<file path="src/rtl/dropout_lane_scheduler.sv">
// ============================================================================
// Module      : dropout_lane_scheduler
// Description : Sequences one inference step of the lane dropout datapath.
//               A Galois LFSR drawn against a programmable threshold builds
//               a per-lane keep mask. Lane activations then stream through a
//               one-deep valid/ready stage, and dropped lanes are zeroed.
//               Optional feature macro: DROPOUT_STATS_EN (adds drop_count).
// Revision    : 1.0 - initial release
// ============================================================================
`default_nettype none

module dropout_lane_scheduler #(
    parameter int                NUM_LANES = 8,
    parameter int                DATA_W    = 8,
    parameter int                LFSR_W    = 16,
    parameter logic [LFSR_W-1:0] SEED      = 16'hACE1
) (
    input  logic              clk,
    input  logic              rst_n,
    input  logic              ena,
    input  logic              cfg_we,
    input  logic [7:0]        cfg_thresh,
    input  logic              seed_we,
    input  logic [LFSR_W-1:0] seed_val,
    input  logic              start,
    input  logic              in_valid,
    input  logic [DATA_W-1:0] in_data,
    output logic              in_ready,
    output logic              out_valid,
    output logic [DATA_W-1:0] out_data,
    output logic [2:0]        out_lane,
    input  logic              out_ready,
    output logic [NUM_LANES-1:0] mask,
`ifdef DROPOUT_STATS_EN
    output logic [15:0]       drop_count,
`endif
    output logic              busy,
    output logic              done
);

    localparam int                c_cnt_w = (NUM_LANES > 1) ? $clog2(NUM_LANES) : 1;
    localparam logic [c_cnt_w-1:0] c_last = c_cnt_w'(NUM_LANES - 1);
    localparam logic [LFSR_W-1:0] c_poly  = LFSR_W'(16'hB400);

    localparam logic [1:0] c_idle   = 2'd0;
    localparam logic [1:0] c_gen    = 2'd1;
    localparam logic [1:0] c_stream = 2'd2;
    localparam logic [1:0] c_done   = 2'd3;

    logic [1:0]           r_state;
    logic [1:0]           w_state_nxt;
    logic [7:0]           r_thresh;
    logic [LFSR_W-1:0]    r_lfsr;
    logic [LFSR_W-1:0]    w_lfsr_nxt;
    logic [NUM_LANES-1:0] r_mask;
    logic [c_cnt_w-1:0]   r_cnt;
    logic                 r_all_in;     // last lane of the step has been accepted
    logic                 r_start_pend; // start deferred behind a same-cycle config write
    logic                 r_out_valid;
    logic [DATA_W-1:0]    r_out_data;
    logic [2:0]           r_out_lane;
    logic                 w_go;
    logic                 w_keep;
    logic                 w_accept;
    logic [2:0]           w_lane;

    // Start is taken directly unless a config write shares the cycle; then it is replayed next cycle
    assign w_go       = (start && !cfg_we && !seed_we) || r_start_pend;
    assign w_lfsr_nxt = {1'b0, r_lfsr[LFSR_W-1:1]} ^ (r_lfsr[0] ? c_poly : '0);
    assign w_keep     = (r_lfsr[7:0] >= r_thresh);
    assign w_accept   = in_valid && in_ready;

    // Zero-extend the lane counter onto the fixed 3-bit lane bus
    always_comb begin
        w_lane                = '0;
        w_lane[c_cnt_w-1:0]   = r_cnt;
    end

    // State register; ena low freezes the sequencer
    always_ff @(posedge clk or negedge rst_n) begin
        if (!rst_n) begin
            r_state <= c_idle;
        end else if (ena) begin
            r_state <= w_state_nxt;
        end
    end

    // Next-state decode
    always_comb begin
        w_state_nxt = r_state;
        case (r_state)
            c_idle:   if (w_go) w_state_nxt = c_gen;
            c_gen:    if (r_cnt == c_last) w_state_nxt = c_stream;
            c_stream: if (r_all_in && r_out_valid && out_ready) w_state_nxt = c_done;
            c_done:   w_state_nxt = c_idle;
            default:  w_state_nxt = c_idle;
        endcase
    end

    // State-decoded outputs; the lane input only opens in STREAM while the output slot can drain
    always_comb begin
        in_ready = ena && (r_state == c_stream) && !r_all_in && (out_ready || !r_out_valid);
        busy     = (r_state != c_idle);
        done     = (r_state == c_done);
    end

    // Datapath: config, LFSR, mask generation and the output holding stage
    always_ff @(posedge clk or negedge rst_n) begin
        if (!rst_n) begin
            r_thresh     <= 8'h00;
            r_lfsr       <= SEED;
            r_mask       <= '0;
            r_cnt        <= '0;
            r_all_in     <= 1'b0;
            r_start_pend <= 1'b0;
            r_out_valid  <= 1'b0;
            r_out_data   <= '0;
            r_out_lane   <= '0;
        end else if (ena) begin
            case (r_state)
                c_idle: begin
                    if (cfg_we) r_thresh <= cfg_thresh;
                    if (seed_we) r_lfsr <= (seed_val == '0) ? SEED : seed_val;
                    r_start_pend <= !w_go && start && (cfg_we || seed_we);
                    if (w_go) begin
                        r_mask   <= '0;
                        r_cnt    <= '0;
                        r_all_in <= 1'b0;
                    end
                end
                c_gen: begin
                    r_mask[r_cnt] <= w_keep;
                    r_lfsr        <= w_lfsr_nxt;
                    r_cnt         <= r_cnt + 1'b1;
                end
                c_stream: begin
                    if (w_accept) begin
                        r_out_data  <= r_mask[r_cnt] ? in_data : '0;
                        r_out_lane  <= w_lane;
                        r_out_valid <= 1'b1;
                        r_cnt       <= r_cnt + 1'b1;
                        if (r_cnt == c_last) r_all_in <= 1'b1;
                    end else if (out_ready) begin
                        r_out_valid <= 1'b0;
                    end
                end
                default: begin
                end
            endcase
        end
    end

`ifdef DROPOUT_STATS_EN
    logic [NUM_LANES-1:0] w_mask_final;
    logic [15:0]          w_drops;
    logic [16:0]          w_drop_sum;
    logic [15:0]          r_drop_count;

    // Count dropped lanes of the mask as it will stand after the last GEN write
    always_comb begin
        w_mask_final        = r_mask;
        w_mask_final[r_cnt] = w_keep;
        w_drops             = '0;
        for (int i = 0; i < NUM_LANES; i++) begin
            w_drops = w_drops + {15'd0, ~w_mask_final[i]};
        end
        w_drop_sum = {1'b0, r_drop_count} + {1'b0, w_drops};
    end

    // Saturating accumulation of dropped lanes at each GEN exit
    always_ff @(posedge clk or negedge rst_n) begin
        if (!rst_n) begin
            r_drop_count <= '0;
        end else if (ena && (r_state == c_gen) && (r_cnt == c_last)) begin
            r_drop_count <= w_drop_sum[16] ? 16'hFFFF : w_drop_sum[15:0];
        end
    end

    assign drop_count = r_drop_count;
`endif

    assign out_valid = r_out_valid;
    assign out_data  = r_out_data;
    assign out_lane  = r_out_lane;
    assign mask      = r_mask;

endmodule

`default_nettype wire
</file>
<file path="config.mk">
export PLATFORM = sky130hd
export DESIGN_NAME = dropout_lane_scheduler
export DESIGN_NICKNAME = d
export VERILOG_FILES = /design/src/rtl/dropout_lane_scheduler.sv
export SDC_FILE = /design/constraint.sdc
export NUM_CORES = 1
export LEC_CHECK = 0
export ABC_AREA = 1
export CAP_MARGIN = 10
export CORE_UTILIZATION = 40
export DETAILED_ROUTE_END_ITERATION = 7
export GPL_ROUTABILITY_DRIVEN = 0
export SLEW_MARGIN = 20
export SYNTH_ARGS = -nofsm -noshare
export SYNTH_HDL_FRONTEND = slang
export SYNTH_SLANG_ARGS = --single-unit
</file>
<file path="constraint.sdc">
create_clock -name clk -period 2.7 [get_ports clk]
set_clock_uncertainty 0.15 [all_clocks]
set_input_delay 0.54 -clock clk [delete_from_list [all_inputs] [get_ports clk]]
set_output_delay 0.54 -clock clk [all_outputs]
set_load 0.01 [all_outputs]
</file>
## Yosys cells after proc, flatten, opt, wreduce, memory -nomap -nowiden

Cells that the tools add are included.

| word-level totals | value |
|---|---|
| logic and storage cells | 85 |
| bits in registers | 51 |
| input port bits | 40 |

| operators by class | value |
|---|---|
| $add $sub $neg | 1 |
| bitwise gates (word level) | 1 |
| eq/ne operators | 10 |
| order comparisons | 3 |
| mux-type cells | 25 |
| reductions and logical operators | 35 |

Operators by type and width:

| kind | number |
|---|---|
| $mux 16 | 3 |
| $pmux 16 s2 | 1 |
| $logic_not 16->1 | 1 |
| $mux 8 | 2 |
| $pmux 8 s2 | 1 |
| $xor 15x16->16 | 1 |
| $reduce_and 3->1 | 5 |
| $ne 2x2->1 const B | 6 |
| $logic_and 1x1->1 | 11 |
| $pmux 3 s3 | 1 |
| $bwmux 8 | 1 |
| $ge 8x8->1 | 1 |
| $pmux 2 s4 | 1 |
| $reduce_and 4->1 | 2 |
| $reduce_bool 2->1 | 4 |
| $mux 1 | 7 |
| $mux 2 | 3 |
| $mux 3 | 2 |
| $logic_not 1->1 | 5 |
| $reduce_and 5->1 | 1 |
| $eq 2x2->1 const B | 2 |
| $lt 3x4->1 const B | 1 |
| $add 3x1->3 const B | 1 |
| $bmux 1 s3 | 1 |
| 9 further kinds | 11 |

## Depth between registers and ports, before layout

| logic depth | value |
|---|---|
| depth in word-level cells | 7 |
| gate-level depth with buffers | 11 |
| gate-level depth less buffers | 11 |

## Worst setup path before layout

No wires, ideal clock.

| path | value |
|---|---|
| path kind | reg-to-output |
| start point | register r_state[0] |
| end point | output port in_ready |
| stages on the path, launching flop included | 7 |
| setup slack | 0.859 ns |
| required time | 2.010 ns |
| arrival | 1.151 ns |
| cells stage by stage | dfrtp_1 > inv_1 > ha_1 > nand2_2 > a21oi_1 > inv_1 > nor2_1 |

| between the ends | value |
|---|---|
| cells in the longest elaborated chain, start to end | 4 |

Ends and longest elaborated chain:

| item | line | text |
|---|---|---|
| start, declared | 50 | `logic [1:0] r_state;` |
| start signal, assigned | 82 | `r_state <= c_idle;` |
| start signal, assigned | 84 | `r_state <= w_state_nxt;` |
| $eq 2x2->1 | 102 | `in_ready = ena && (r_state == c_stream) && !r_all_in && (out_ready \|\| !r_out_valid);` |
| $logic_and 1x1->1 (3 in series) | 102 |  |
| end, declared | 28 | `output logic in_ready,` |

Every way passes these cells.

## Final worst setup path

| path | value |
|---|---|
| start point | input port ena |
| end point | output port in_ready |

| between the ends | value |
|---|---|
| cells in the longest elaborated chain, start to end | 3 |

Ends and longest elaborated chain:

| item | line | text |
|---|---|---|
| start, declared | 20 | `input logic ena,` |
| $logic_and 1x1->1 (3 in series) | 102 |  |

Every way passes these cells.

==> run summary <==
Delay contributed by the slowest stage of the critical path: 0.53 ns
Crit Reg-Reg Startpoint: r_state[1]
Synth cell types: 28
Average via count per standard cell: 4.68
Max-slew headroom at the worst pin: 0.604
Post-layout minimum cycle time: 2.59 ns
Register area share after synthesis: 0.424
Post-route DRC: 0
Dpl ws: 0.0866 ns
GR Util All Layers: 0.188
CP top delay family: buffers and inverters
Worst vdd rail ir drop: 0.388 mV
Maximum root-to-sink buffer count: 2
Layout Utilization: 0.535
Most numerous cell on the critical path: clkdlybuf4s50_1
Critical path data arrival time: 1.90 ns
Max Clk Rate: 386 MHz
Clock-pin slew on the worst setup and hold paths: 0.09 ns
Die width: 89.1 µm
Cell at the root of the clock tree: clkbuf_8
Post-Syn Area per Cell: 7.21 µm²
Run status: complete, no violations
Overall power after layout: 3.73 mW
Clock tree from TritonCTS: yes
Clock network power share: 0.167
Diodes inserted: 0
Final worst setup slack: 0.108 ns
Setup slack on the worst flop-to-flop path: 0.73 ns
Cells after DPL: 575
Number of antenna violations at the first check in global routing: 0
Synth-to-Final Area Change: 28.4%
Pwr dens: 956 nW/µm²
Combinational Power Share: 0.482
Setup TNS after final layout: 0 ns
Pin count of the biggest net entering global routing: 28
Startpoint types: primary input
Share of power burned in registers: 0.351
Ordered cell list for the critical path: clkdlybuf4s50_1 -> nand2_2 -> a21oi_1 -> inv_1 -> nor2_1 -> clkdlybuf4s50_1
Number of cells on the worst reg-to-reg path: 8
H-tree Lvls: 2
Sum of buffers and inverters on the critical path: 3
Source-to-sink clock delay at the later pin of the worst-skew pair: 0.30 ns
Site row count: 31
Top-level I/O count: 63
Fin nets: 539
Worst Hold Class: primary input to async pin
Gr ovfl total: 0
Switching power summed over all nets: 1.55 mW
Via count of the first global-routing pass: 2465
Max-capacitance violation count: 0
Post-route insts no fill: 584
Initial Utilization: 0.416
Port-buffer cells: 62
Crit path kind: primary input to output port
Post-Route WL: 6780 µm
Count of synthesis-stage warnings from yosys: 0
First-pass GRT wire length: 11500 µm
Violation count after the first detailed-route iteration: 120
Final count of pins violating max slew: 0
Final hold violation count: 0
Synth Register Bits: 51
Total clock buffers created by CTS: 5
Overall die area: 7940 µm²
Share of cells above drive strength 1: 0.103
Core ar.: 7290 µm²
Crit path capture type: output port
Portion of the clock cycle consumed by the worst path in the final layout: 0.960
Reported leakage power: 1.95 nW
Maximum net fanout on the critical path: 2
Power Internal: 2.17 mW
Routed via count: 2731
Slowest stage cell on the critical path: clkdlybuf4s50_1
Die Ht: 89.1 µm
Detailed Place HPWL: 5010 µm
Critical R2R Capture: r_lfsr[0]
Syn Inst Count: 421
Switching share of power: 0.417
RSZ-0062 raised after global routing: false
Post-synth net total: 476
Wire per inst: 11.6 µm
Cell area after technology mapping: 3040 µm²
Endpoints failing setup: 0
DR pass1 iterations: 5
Worst Max-Slew Pin Slew: 0.594 ns
Req. time, crit path: 2.01 ns
Num Clock Sinks: 51
Final antenna-violating net count: 0
==> layout by cell type, fill, tap and decap left out, drive strengths merged, types with 2 or more instances in the layout <==
master,Yosys,final
buf,12,8
dfrtp,43,43
o211ai,2,2
clkbuf,1,6
inv,40,40
nand2,162,162
nor2,66,66
nand3,22,22
clkdlybuf4s50,0,61
ha,15,15
a21oi,21,21
dfstp,8,8
bufinv,0,2
o21ai,18,18
nand4,5,5
==> stage by stage <==
step	hold slack, ns	area (µm²)
after floorplan	0.0944	3040
after global placement	0.308	3750
after detailed placement	0.313	3750
after CTS	0.0986	3880
after global routing	0.124	3900
final	0.0803	3900
==> synth_stat cells <==
master / instances / area share
buf_2: 6 / 0.0099
nand4_1: 5 / 0.010
a21oi_1: 15 / 0.025
inv_2: 3 / 0.0037
o21a_1: 1 / 0.0025
a31oi_1: 1 / 0.0021
clkbuf_1: 1 / 0.0012
nand3_2: 2 / 0.0066
nor2_2: 8 / 0.016
ha_1: 15 / 0.062
xnor2_1: 1 / 0.0029
nand2_1: 158 / 0.20
mux2_2: 1 / 0.0037
o21ai_0: 11 / 0.018
clkinv_1: 1 / 0.0012
nor3_2: 1 / 0.0033
dfrtp_1: 43 / 0.35
a21oi_2: 5 / 0.014
buf_4: 4 / 0.0099
nand2_2: 4 / 0.0082
inv_1: 37 / 0.046
dfstp_2: 8 / 0.069
nor2_1: 58 / 0.072
o211ai_1: 2 / 0.0049
nand3_1: 20 / 0.033
buf_6: 2 / 0.0074
a21oi_4: 1 / 0.0054
o21ai_1: 7 / 0.012
==> worst max-delay path by stage <==
stage,cells after the start,slack (ns),startpoint,endpoint
after floorplan,6,0.86,r_state[0],in_ready
after global placement,6,0.1,ena,in_ready
after detailed placement,6,0.09,ena,in_ready
after CTS,7,0.003,r_state[0],in_ready
after global routing,6,0.006,ena,in_ready
final,6,0.11,ena,in_ready
==> power groups by stage <==
stage | clock network, mW | logic, mW | registers, mW
global route | 0.669 | 2.10 | 1.35
floorplan | 0 | 1.30 | 1.27
finish | 0.624 | 1.80 | 1.31
global placement | 0 | 1.74 | 1.31
CTS | 0.642 | 1.80 | 1.31
detailed placement | 0 | 1.78 | 1.32
==> state kept, by name, indices dropped and copies added, names as in the netlist, 2 cells and up <==
| register | flops |
|---|---|
| out_data | 8 |
| r_thresh | 8 |
| r_cnt | 3 |
| r_state | 2 |
| out_lane | 3 |
| mask | 8 |
| r_lfsr | 16 |
==> logic make-up (layout without fill, tap and decap cells) <==
group,count (synthesis),after routing,synth area share
xor+xnor,1,1,0.00289
compound gates,43,43,0.0837
buf+inv,54,118,0.0791
simple gates,256,256,0.345
fa+ha+maj,15,15,0.0618
mux,1,1,0.00371
flops,51,51,0.424
==> repair_timing <==
action / in CTS / in global routing
resized for setup: 1 / 2
hold buffers: 0 / 0
buffers inserted: 0 / 1
endpoints found under the setup margin: 1 / 1
pin swaps: 0 / 0
==> final cells by class <==
type | count | area, µm²
fillers | 745 | 3390
inverters | 41 | 154
clock inverters | 2 | 60.1
well taps | 99 | 124
multi-input cells | 316 | 1520
clock buffers | 6 | 72.6
repair buffers | 69 | 681
flip-flops and latches | 51 | 1290
==> metal layers <==
| layer | wire length, µm | up-vias | GRT usage |
|---|---|---|---|
| li1 | - | 1439 | - |
| met1 | 3450 | 1240 | 0.271 |
| met2 | 3020 | 48 | 0.291 |
| met3 | 241 | 4 | 0.0277 |
| met4 | 74 | 0 | 0.0577 |
| met5 | 0 | - | 0 |
Note: power is estimated with default switching activity, not from simulation.
